--- src/rtl/sar_search_pkg.sv ---
// Shared definitions for the successive-approximation search controller.
// FSM state encodings, default operand width and a flag-sanity helper.
// The optional early-exit build is selected with SAR_EARLY_EXIT_EN.
package sar_search_pkg;

   // Default operand width; also the number of search steps.
   localparam int SAR_WIDTH_DEF = 4;

   typedef enum logic [1:0] {
      S_IDLE   = 2'd0,
      S_SEARCH = 2'd1,
      S_DONE   = 2'd2
   } state_t;

   // A healthy comparator asserts exactly one of EQ / A_GT_B / B_GT_A.
   function automatic logic flags_onehot(input logic eq_f,
                                         input logic gt_f,
                                         input logic lt_f);
      logic ok;
      case ({eq_f, gt_f, lt_f})
         3'b100, 3'b010, 3'b001: ok = 1'b1;
         default:                ok = 1'b0;
      endcase
      return ok;
   endfunction

endpackage

--- src/rtl/sar_step.sv ---
// One successive-approximation step, purely combinational.
// Given the current trial, the bit under test and the comparator flags,
// produce the next trial/index, the value to publish if this step ends the
// search, and whether the search finishes or errors on this step.
// With SAR_EARLY_EXIT_EN defined, an EQ flag ends the search immediately.
module sar_step
   import sar_search_pkg::*;
#(
   parameter int WIDTH = SAR_WIDTH_DEF,
   parameter int IW    = $clog2(SAR_WIDTH_DEF)
) (
   input  logic [WIDTH-1:0] trial_i,
   input  logic [IW-1:0]    idx_i,
   input  logic             eq_i,
   input  logic             a_gt_b_i,
   input  logic             b_gt_a_i,
   output logic [WIDTH-1:0] trial_o,
   output logic [IW-1:0]    idx_o,
   output logic [WIDTH-1:0] result_o,
   output logic             fin_o,
   output logic             err_o
);

   localparam logic [WIDTH-1:0] ONE = WIDTH'(1);

   logic [WIDTH-1:0] mask;
   logic [WIDTH-1:0] kept;
   logic             last;
   logic             bad_flags;

   // Decide the fate of bit k and prepare the probe for bit k-1.
   always_comb begin
      mask      = ONE << idx_i;
      last      = (idx_i == '0);
      bad_flags = !flags_onehot(eq_i, a_gt_b_i, b_gt_a_i);
      // A below the trial means bit k cannot be set; EQ and A_GT_B keep it.
      kept      = b_gt_a_i ? (trial_i & ~mask) : trial_i;
      // On the last step the trial register is left alone so it keeps
      // showing the final probe through DONE and IDLE.
      trial_o   = last ? trial_i : (kept | (mask >> 1));
      idx_o     = last ? idx_i : (idx_i - IW'(1));
      // Bad flags publish the probe as-is; otherwise the decided value.
      result_o  = bad_flags ? trial_i : kept;
      // A above every bit of the final probe is impossible for a sane comparator.
      err_o     = bad_flags | (last & a_gt_b_i);
      fin_o     = bad_flags | last;
`ifdef SAR_EARLY_EXIT_EN
      // Exact hit: the probe is A, nothing left to learn.
      if (eq_i) fin_o = 1'b1;
`endif
   end

endmodule

--- src/rtl/sar_search.sv ---
// Successive-approximation search controller: drives a trial operand to an
// external combinational magnitude comparator and reconstructs A MSB first.
// Optional build macro SAR_EARLY_EXIT_EN ends the search on the first EQ
// (handled inside sar_step); results are identical in both builds.
module sar_search
   import sar_search_pkg::*;
#(
   parameter int WIDTH = SAR_WIDTH_DEF
) (
   input  logic             clk,
   input  logic             rst_n,
   input  logic             start,
   input  logic             eq,
   input  logic             a_gt_b,
   input  logic             b_gt_a,
   output logic [WIDTH-1:0] trial,
   output logic [WIDTH-1:0] result,
   output logic             busy,
   output logic             done,
   output logic             err
);

   localparam int               IW     = $clog2(WIDTH);
   localparam logic [WIDTH-1:0] TRIAL0 = {1'b1, {(WIDTH-1){1'b0}}};
   localparam logic [IW-1:0]    IDX0   = IW'(WIDTH - 1);

   state_t           state_q;
   logic [WIDTH-1:0] trial_q;
   logic [WIDTH-1:0] result_q;
   logic [IW-1:0]    idx_q;
   logic             busy_q;
   logic             done_q;
   logic             err_q;

   logic [WIDTH-1:0] trial_d;
   logic [IW-1:0]    idx_d;
   logic [WIDTH-1:0] result_d;
   logic             fin_d;
   logic             err_d;

   sar_step #(
      .WIDTH (WIDTH),
      .IW    (IW)
   ) u_step (
      .trial_i  (trial_q),
      .idx_i    (idx_q),
      .eq_i     (eq),
      .a_gt_b_i (a_gt_b),
      .b_gt_a_i (b_gt_a),
      .trial_o  (trial_d),
      .idx_o    (idx_d),
      .result_o (result_d),
      .fin_o    (fin_d),
      .err_o    (err_d)
   );

   // Search FSM; every output is a register so the comparator sees a clean B.
   always_ff @(posedge clk or negedge rst_n) begin
      if (!rst_n) begin
         state_q  <= S_IDLE;
         trial_q  <= '0;
         result_q <= '0;
         idx_q    <= IDX0;
         busy_q   <= 1'b0;
         done_q   <= 1'b0;
         err_q    <= 1'b0;
      end else begin
         case (state_q)
            S_IDLE: begin
               if (start) begin
                  state_q <= S_SEARCH;
                  trial_q <= TRIAL0;
                  idx_q   <= IDX0;
                  err_q   <= 1'b0;
                  busy_q  <= 1'b1;
               end
            end
            S_SEARCH: begin
               // start is deliberately not looked at here: no queuing.
               if (fin_d) begin
                  state_q  <= S_DONE;
                  result_q <= result_d;
                  err_q    <= err_d;
                  busy_q   <= 1'b0;
                  done_q   <= 1'b1;
               end else begin
                  trial_q <= trial_d;
                  idx_q   <= idx_d;
               end
            end
            S_DONE: begin
               state_q <= S_IDLE;
               done_q  <= 1'b0;
            end
            default: begin
               state_q <= S_IDLE;
               busy_q  <= 1'b0;
               done_q  <= 1'b0;
            end
         endcase
      end
   end

   assign trial  = trial_q;
   assign result = result_q;
   assign busy   = busy_q;
   assign done   = done_q;
   assign err    = err_q;

endmodule
--- config.mk ---
export PLATFORM = sky130hd
export DESIGN_NAME = sar_search
export DESIGN_NICKNAME = d
export VERILOG_FILES = /design/src/rtl/sar_search_pkg.sv /design/src/rtl/sar_step.sv /design/src/rtl/sar_search.sv
export SDC_FILE = /design/constraint.sdc
export NUM_CORES = 1
export LEC_CHECK = 0
export BUFFER_PORTS_ARGS = -buffer_cell sky130_fd_sc_hd__buf_2
export CAP_MARGIN = 20
export CORE_UTILIZATION = 35
export CTS_CLUSTER_DIAMETER = 120
export DETAILED_ROUTE_END_ITERATION = 16
export GPL_TIMING_DRIVEN = 0
export PLACE_DENSITY = 0.62
export SETUP_SLACK_MARGIN = 0.4
export SYNTH_ARGS = -nofsm -noshare
export SYNTH_HDL_FRONTEND = slang
export SYNTH_HIERARCHICAL = 1
export SYNTH_SLANG_ARGS = --single-unit
--- constraint.sdc ---
create_clock -name clk -period 3 [get_ports clk]
set_clock_uncertainty 0.1 [all_clocks]
set_input_delay 0.6 -clock clk [delete_from_list [all_inputs] [get_ports clk]]
set_output_delay 0.6 -clock clk [all_outputs]
set_load 0.1 [all_outputs]
==> metrics.txt, run 1 <==
Tot GR Track Use=13.97%; max-slew violations=0; vias per cell=5.079; Initial Util=37.96%; Buf/Inv on CP=1; Resized cells post-CTS=0; RSZ-0062 raised after global routing=false; htree depth=1; initial antenna violation count=0; Synthesis Warnings=6; critical path data arrival time=1160 ps; die area=0.002647 mm^2; first-pass GRT wire length=2670 um; worst reg2reg setup slack=1420 ps; Hold Vio Cnt, Final=0; Relative slew margins=67.75%; syn avg cell area=10.97 um^2; first-pass iteration count of the detailed router=4; final setup TNS=0 ps; required time of the critical path=2300 ps; I/O Buffers=16; CTS tree=yes; Hold-fix buffers, CTS=0; Post-Syn Nets=84; synth-to-layout area growth=16.52%; Worst path slowest cell=buf_2; Mapped Area=855.8 um^2; Reg clk slew, reported paths=80 ps; CP peak stage delay=450 ps; critical path class=register to output port; Layout Cells excl Fill=126; post-CTS setup buffers=0; clock sinks=15; Worst path top cell family by delay=buffers and inverters; # IOs=17; post-DP HPWL=1132 um; DRC=0; Final min period=1859 ps; Placed Cells=122; Crit Path Max Fanout=5; maximum root-to-sink buffer count=2; Num CTS Buffers=3; worst setup margin=1141 ps; min-delay worst type=primary input to async pin; pin count of the biggest net entering global routing=16; via count=640; Routed wire per std cell=11.76 um; die width=51.45 um; nets@finish=105; endpoints failing setup=0; Max Cap Viol=0; vias in the first global route=580; Die Y-Extent=51.45 um; core area=0.002255 mm^2; sequential share of the synthesized area=44.15%; diodes inserted=0; Max Freq=538.0 MHz; fraction of the cycle the final worst path needs=61.96%; GP Congestion=0.7374; Initial DRC Count=8; Detailed Route WL=1482 um; CP Launch Type=register; synthesized instance count=78; GR Overflow Total=0; ratio of cells with drive above 1 in the final layout=35.71%; FILL cells=242; worst skew pair latency=290 ps; status=finished clean; dpl ws=963.4 ps; Synth cell types=28; Worst-Margin Slew=487.1 ps; row count=17; Worst setup EP type=output port; Cell Chain, Critical Path=buf_2; Root Driver=clkbuf_4; Synth Register Bits=15; Final ANT Viol Nets=0
path summary, 6_finish.rpt:
kind	from	endpoint	cells past startpoint
setup / recovery	trial[1]	trial[1]	1
hold / removal	rst_n	trial[0]	1
setup reg to reg	idx_q[1]	err	6
hold reg to reg	done	done	2
max in group asynchronous	rst_n	idx_q[1]	1
min in group clk	done	done	2
state kept, by name, summed over array words and instances (netlist names):
name	flops
err	1
state_q	2
busy	1
idx_q	2
result	4
trial	4
done	1
cell type report:
class,count,area (um^2),area share (%)
inverter,7,26.28,2.635
timing repair buffer,16,80.08,8.030
multi-input combinational,53,417.9,41.91
clock buffer,4,26.28,2.635
buffer,3,33.78,3.388
tap,28,35.03,3.513
sequential,15,377.9,37.89
kinds of logic (layout without fill, tap and decap cells):
family	count (synthesis)	after routing	share of synthesized area (%)
AOI/OAI and AO/OA	28	28	23.83
and+or+nand+nor	20	20	18.71
DFF	15	15	44.15
buffers and inverters	10	30	7.018
muxes	4	4	5.263
xor gates and xnor gates	1	1	1.024
synthesized netlist by cell type:
library cell,count,area share [%]
dfstp_2,2,6.1
a21boi_0,2,1.8
nor4b_1,1,1.0
inv_1,7,3.1
o21ai_1,1,0.58
xnor2_1,1,1.0
nor2_8,1,2.3
nor2_1,3,1.3
nor3b_4,1,2.2
nor2_2,1,0.73
and2_1,1,0.73
nor3b_1,1,0.88
nand2b_1,2,1.5
buf_6,3,3.9
nand2_1,3,1.3
nand2_8,1,2.3
o22ai_1,2,1.5
nand2b_4,1,1.6
o21bai_4,1,2.2
or2_2,1,0.73
a21oi_1,10,5.8
a21o_1,2,1.8
nor3_1,1,0.58
mux2_2,4,5.3
o32ai_1,3,3.1
a22o_1,7,7.2
dfrtp_1,13,38
nor2b_1,2,1.5
per-stage QoR:
stage | hold WS, ps | instance area, um^2 | util (%)
CTS | 104.5 | 997.2 | 44.23
global route | 114.1 | 997.2 | 44.23
finish | 100.7 | 997.2 | 44.23
floorplan | 204.4 | 855.8 | -
detailed placement | 390.4 | 970.9 | 43.06
global placement | 379.3 | 970.9 | 43.06
layout by cell type, fill, tap and decap left out:
cell | Yosys | layout
a21boi_0 | 2 | 2
a21o_1 | 2 | 2
a21oi_1 | 10 | 10
a22o_1 | 7 | 7
and2_1 | 1 | 1
buf_2 | 0 | 16
buf_6 | 3 | 3
clkbuf_1 | 0 | 1
clkbuf_4 | 0 | 3
dfrtp_1 | 13 | 13
dfstp_2 | 2 | 2
inv_1 | 7 | 7
mux2_2 | 4 | 4
nand2_1 | 3 | 3
nand2_8 | 1 | 1
nand2b_1 | 2 | 2
nand2b_4 | 1 | 1
nor2_1 | 3 | 3
nor2_2 | 1 | 1
nor2_8 | 1 | 1
nor2b_1 | 2 | 2
nor3_1 | 1 | 1
nor3b_1 | 1 | 1
nor3b_4 | 1 | 1
nor4b_1 | 1 | 1
o21ai_1 | 1 | 1
o21bai_4 | 1 | 1
o22ai_1 | 2 | 2
o32ai_1 | 3 | 3
or2_2 | 1 | 1
xnor2_1 | 1 | 1
layer usage:
metal | global-route usage, % | share of wire (%)
met3 | 5.357 | 5.9
met2 | 19.70 | 44
met5 | 0 | 0
met4 | 5.405 | 1.1
met1 | 19.04 | 49
Power of run 1 is left out: the tool's default activity adds up to more than one toggle a clock period on the data nets, which glitch-free logic cannot reach.
==> inputs of run 2 (changes only) <==
Settings changed: PLACE_DENSITY 0.62 to 0.64.
Clock period 3 ns to 1.6 ns, I/O delays scaled along.
==> run 2 against run 1 <==
Against the previous run: global-route usage increased by 2.4 points; sequential share of layout area fell by 9.0 points; worst setup slack worse by 1100 ps; register-to-register slack worse by 1400 ps; highest routed layer is now met3; largest cell class unchanged; critical path depth up 4; first-iteration DRC count is the same; worst hold slack better by 150 ps; die area unchanged.
==> metrics.txt, run 2 (synthesis results as in run 1) <==
status=finished clean; maximum root-to-sink buffer count=2; FF-to-FF path depth=5; diodes inserted=0; Relative slew margins=76.79%; Hold Vio Cnt, Final=0; Max Freq=639.7 MHz; FILL cells=197; most frequent cells in the layout=buf_4 (13), buf_12 (9), a21oi_1 (8); Worst Hold End=state_q[0]; pin count of the biggest net entering global routing=16; GP Congestion=0.7383; hold path depth=3; vias per cell=5.121; I/O Buffers=16; Initial DRC Count=8; WHS=255.3 ps; die area=0.002647 mm^2; most common cell after layout, fill and taps aside=buf_4; dpl ws=-210.5 ps; critical path data arrival time=1650 ps; first-pass GRT wire length=3201 um; Detailed Route WL=1934 um; Final min period=1563 ps; synth-to-layout area growth=57.90%; post-DP HPWL=1231 um; row count=17; worst skew pair latency=290 ps; worst setup margin=36.74 ps; critical path class=register to register; Worst path slowest cell=dfstp_2; die width=51.45 um; nets@finish=119; ratio of cells with drive above 1 in the final layout=61.61%; Final ANT Viol Nets=0; Root Driver=clkbuf_4; Placed Cells=122; Layout Cells excl Fill=140; clock sinks=15; CP peak stage delay=420 ps; Max Cap Viol=0; DRC=0; min-delay worst type=primary input to register; core area=0.002255 mm^2; required time of the critical path=1680 ps; hold_sp=start; Routed wire per std cell=13.81 um; Worst-Margin Slew=348.1 ps; Cell Chain, Critical Path=o22ai_2, buf_6, nand2_8, nor2_8, mux2_2; endpoints failing setup=0; Tot GR Track Use=16.39%; CTS tree=yes; first-pass iteration count of the detailed router=2; GR Overflow Total=0; Initial Util=37.96%; htree depth=1; Die Y-Extent=51.45 um; Crit Path Max Fanout=6; max-slew violations=0; Worst setup EP type=register; fraction of the cycle the final worst path needs=97.70%; r2r endpoint=result[2]; Num CTS Buffers=3; Reg clk slew, reported paths=90 ps; CP Launch Type=register; via count=717; vias in the first global route=729; initial antenna violation count=0; worst reg2reg setup slack=40 ps; # IOs=17; RSZ-0062 raised after global routing=true; RR Startpoint=idx_q[1]
run 2: worst max-delay path: cells and delay by family (launching register included):
family,cells,cell delay (ps)
AO/OA/AOI/OAI,1,230
buffers and inverters,1,170
flip-flops,1,420
multiplexers,1,340
AND/OR/NAND/NOR,2,200
run 2: worst max path at each step:
stage	start	end	cells past startpoint
2_1_floorplan	b_gt_a	result[0]	6
3_3_place_gp	b_gt_a	trial[3]	7
3_5_place_dp	b_gt_a	idx_q[0]	7
4_1_cts	idx_q[1]	result[0]	5
5_1_grt	idx_q[0]	result[1]	4
6_report	idx_q[1]	result[2]	5
run 2: cell type report:
class	instances	area [um^2]	share of cell area, %
Multi-Input combinational cell	53	499.2	36.94
Sequential cell	15	390.4	28.89
Timing Repair Buffer	30	339.1	25.09
Tap cell	28	35.03	2.593
Buffer	3	33.78	2.500
Inverter	7	26.28	1.944
Clock buffer	3	22.52	1.667
Clock inverter	1	5.005	0.3704
run 2: per-layer routing:
layer,vias up,routed length (um),track usage [%]
li1,349,-,-
met1,355,826,18.97
met2,13,1033,29.22
met3,0,74,5.655
met4,0,0,2.703
met5,-,0,0
run 2: through the flow:
step | utilization (%) | setup TNS, ps | cell area [um^2]
floorplan | - | 0 | 882.1
global placement | 44.23 | -1149 | 997.2
detailed placement | 44.23 | -1624 | 997.2
CTS | 54.72 | 0 | 1234
global route | 59.93 | -0.9708 | 1351
finish | 59.93 | 0 | 1351
run 2: timing repair:
item	CTS	global route
cloned	0	1
buffers inserted	9	3
endpoints found under the setup margin	26	26
hold buffers	1	0
resized for setup	36	19
pin swaps	3	2
hold endpoints to repair	13	0
Power of run 2 is left out for the same reason.
==> inputs of run 3 (changes only) <==
Settings changed: CORE_MARGIN set to 4, CTS_CLUSTER_SIZE set to 14.
==> run 3 against run 2 <==
Against the previous run: count of clock-buffer cells in the layout rose by 1; highest routed layer is now met4; largest cell class unchanged; non-clock buffer count rose by 3; critical path type unchanged; worst setup slack improved by 11 ps.
==> metrics.txt, run 3 (synthesis results as in run 1) <==
row count=17; min-delay worst type=primary input to register; die width=57.45 um; Relative slew margins=75.71%; Reg clk slew, reported paths=80 ps; FF-to-FF path depth=5; Layout Cells excl Fill=143; fraction of the cycle the final worst path needs=97.00%; status=finished clean; Initial Util=37.60%; maximum root-to-sink buffer count=2; pin count of the biggest net entering global routing=16; CP peak stage delay=610 ps; first-pass iteration count of the detailed router=4; Tot GR Track Use=12.47%; Max Cap Viol=0; Worst Hold End=state_q[0]; Routed wire per std cell=14.59 um; Worst setup EP type=register; post-DP HPWL=1200 um; Worst path top cell family by delay=flip-flops; worst setup margin=48.05 ps; Detailed Route WL=2087 um; Die Y-Extent=57.45 um; Root Driver=clkbuf_4; critical path data arrival time=1620 ps; required time of the critical path=1670 ps; RR Startpoint=idx_q[1]; Worst-Margin Slew=364.4 ps; Cell Chain, Critical Path=buf_4, nand2_1, a21o_1, a22o_1, a22o_1; vias per cell=5.140; worst reg2reg setup slack=50 ps; die area=0.003301 mm^2; core area=0.002276 mm^2; Hold Vio Cnt, Final=0; most frequent cells in the layout=buf_4 (14), buf_12 (11), a21oi_1 (9); Final ANT Viol Nets=0; clock sinks=15; hold_sp=start; vias in the first global route=692; Worst path most repeated cell=a22o_1; critical path class=register to register; max-slew violations=0; ratio of cells with drive above 1 in the final layout=64.35%; worst skew pair latency=280 ps; placed cell areas=997.2 um^2; initial antenna violation count=0; # IOs=17; CP Launch Type=register; htree depth=1; Max Freq=644.4 MHz; Worst path slowest cell=dfstp_2; GR Overflow Total=0; most common cell after layout, fill and taps aside=buf_4; Crit Path Max Fanout=4; GP Congestion=0.7311; Initial DRC Count=10; post-route cell area=0.001428 mm^2; endpoints failing setup=0; nets@finish=122; WHS=259.1 ps; Placed Cells=122; I/O Buffers=16; synth-to-layout area growth=66.81%; Num CTS Buffers=3; Final min period=1552 ps; DRC=0; via count=735; diodes inserted=0; hold path depth=3; r2r endpoint=trial[2]; dpl ws=-174.8 ps; RSZ-0062 raised after global routing=true; Buf/Inv on CP=1; CTS tree=yes; first-pass GRT wire length=3187 um
[run 3: final cells by class]
type	count	area [um^2]
Buffer	3	33.78
Clock buffer	4	26.28
Fill cell	178	848.3
Inverter	7	26.28
Multi-Input combinational cell	53	533.0
Sequential cell	15	390.4
Tap cell	28	35.03
Timing Repair Buffer	33	382.9
[run 3: how the worst max path moves through the flow]
stage,start,end,slack (ps),cells after the start
floorplan,b_gt_a,result[0],90,6
global placement,b_gt_a,trial[3],-150,7
detailed placement,b_gt_a,trial[3],-170,7
CTS,idx_q[1],result[2],80,5
global route,idx_q[1],trial[2],-7,5
finish,idx_q[1],trial[2],50,5
[run 3: metrics by stage]
step                utilization [%]  setup TNS (ps)
global placement              43.82           -1098
floorplan                         -               0
global route                  62.73          -14.55
detailed placement            43.82           -1367
finish                        62.73               0
CTS                           55.09               0
[run 3: repair_timing]
| item | CTS | global route |
|---|---|---|
| setup buffers | 12 | 4 |
| pin swaps | 3 | 9 |
| hold buffers | 1 | 0 |
| gates resized for setup | 37 | 30 |
| endpoints found under the setup margin | 26 | 26 |
| endpoints found under the hold margin | 13 | 0 |
[run 3: layer usage]
| layer | track usage, % | up-vias | routed length (um) |
|---|---|---|---|
| met2 | 20.81 | 16 | 1063 |
| met4 | 2.980 | 0 | 12 |
| met5 | 0 | - | 0 |
| li1 | - | 353 | - |
| met1 | 15.10 | 364 | 928 |
| met3 | 4.751 | 2 | 82 |
[run 3: tightest hold or removal path, cell delays in order]
cell,delay (ps)
buf_2,120
nand2b_1,90
a21oi_1,70
Power of run 3 is left out for the same reason.
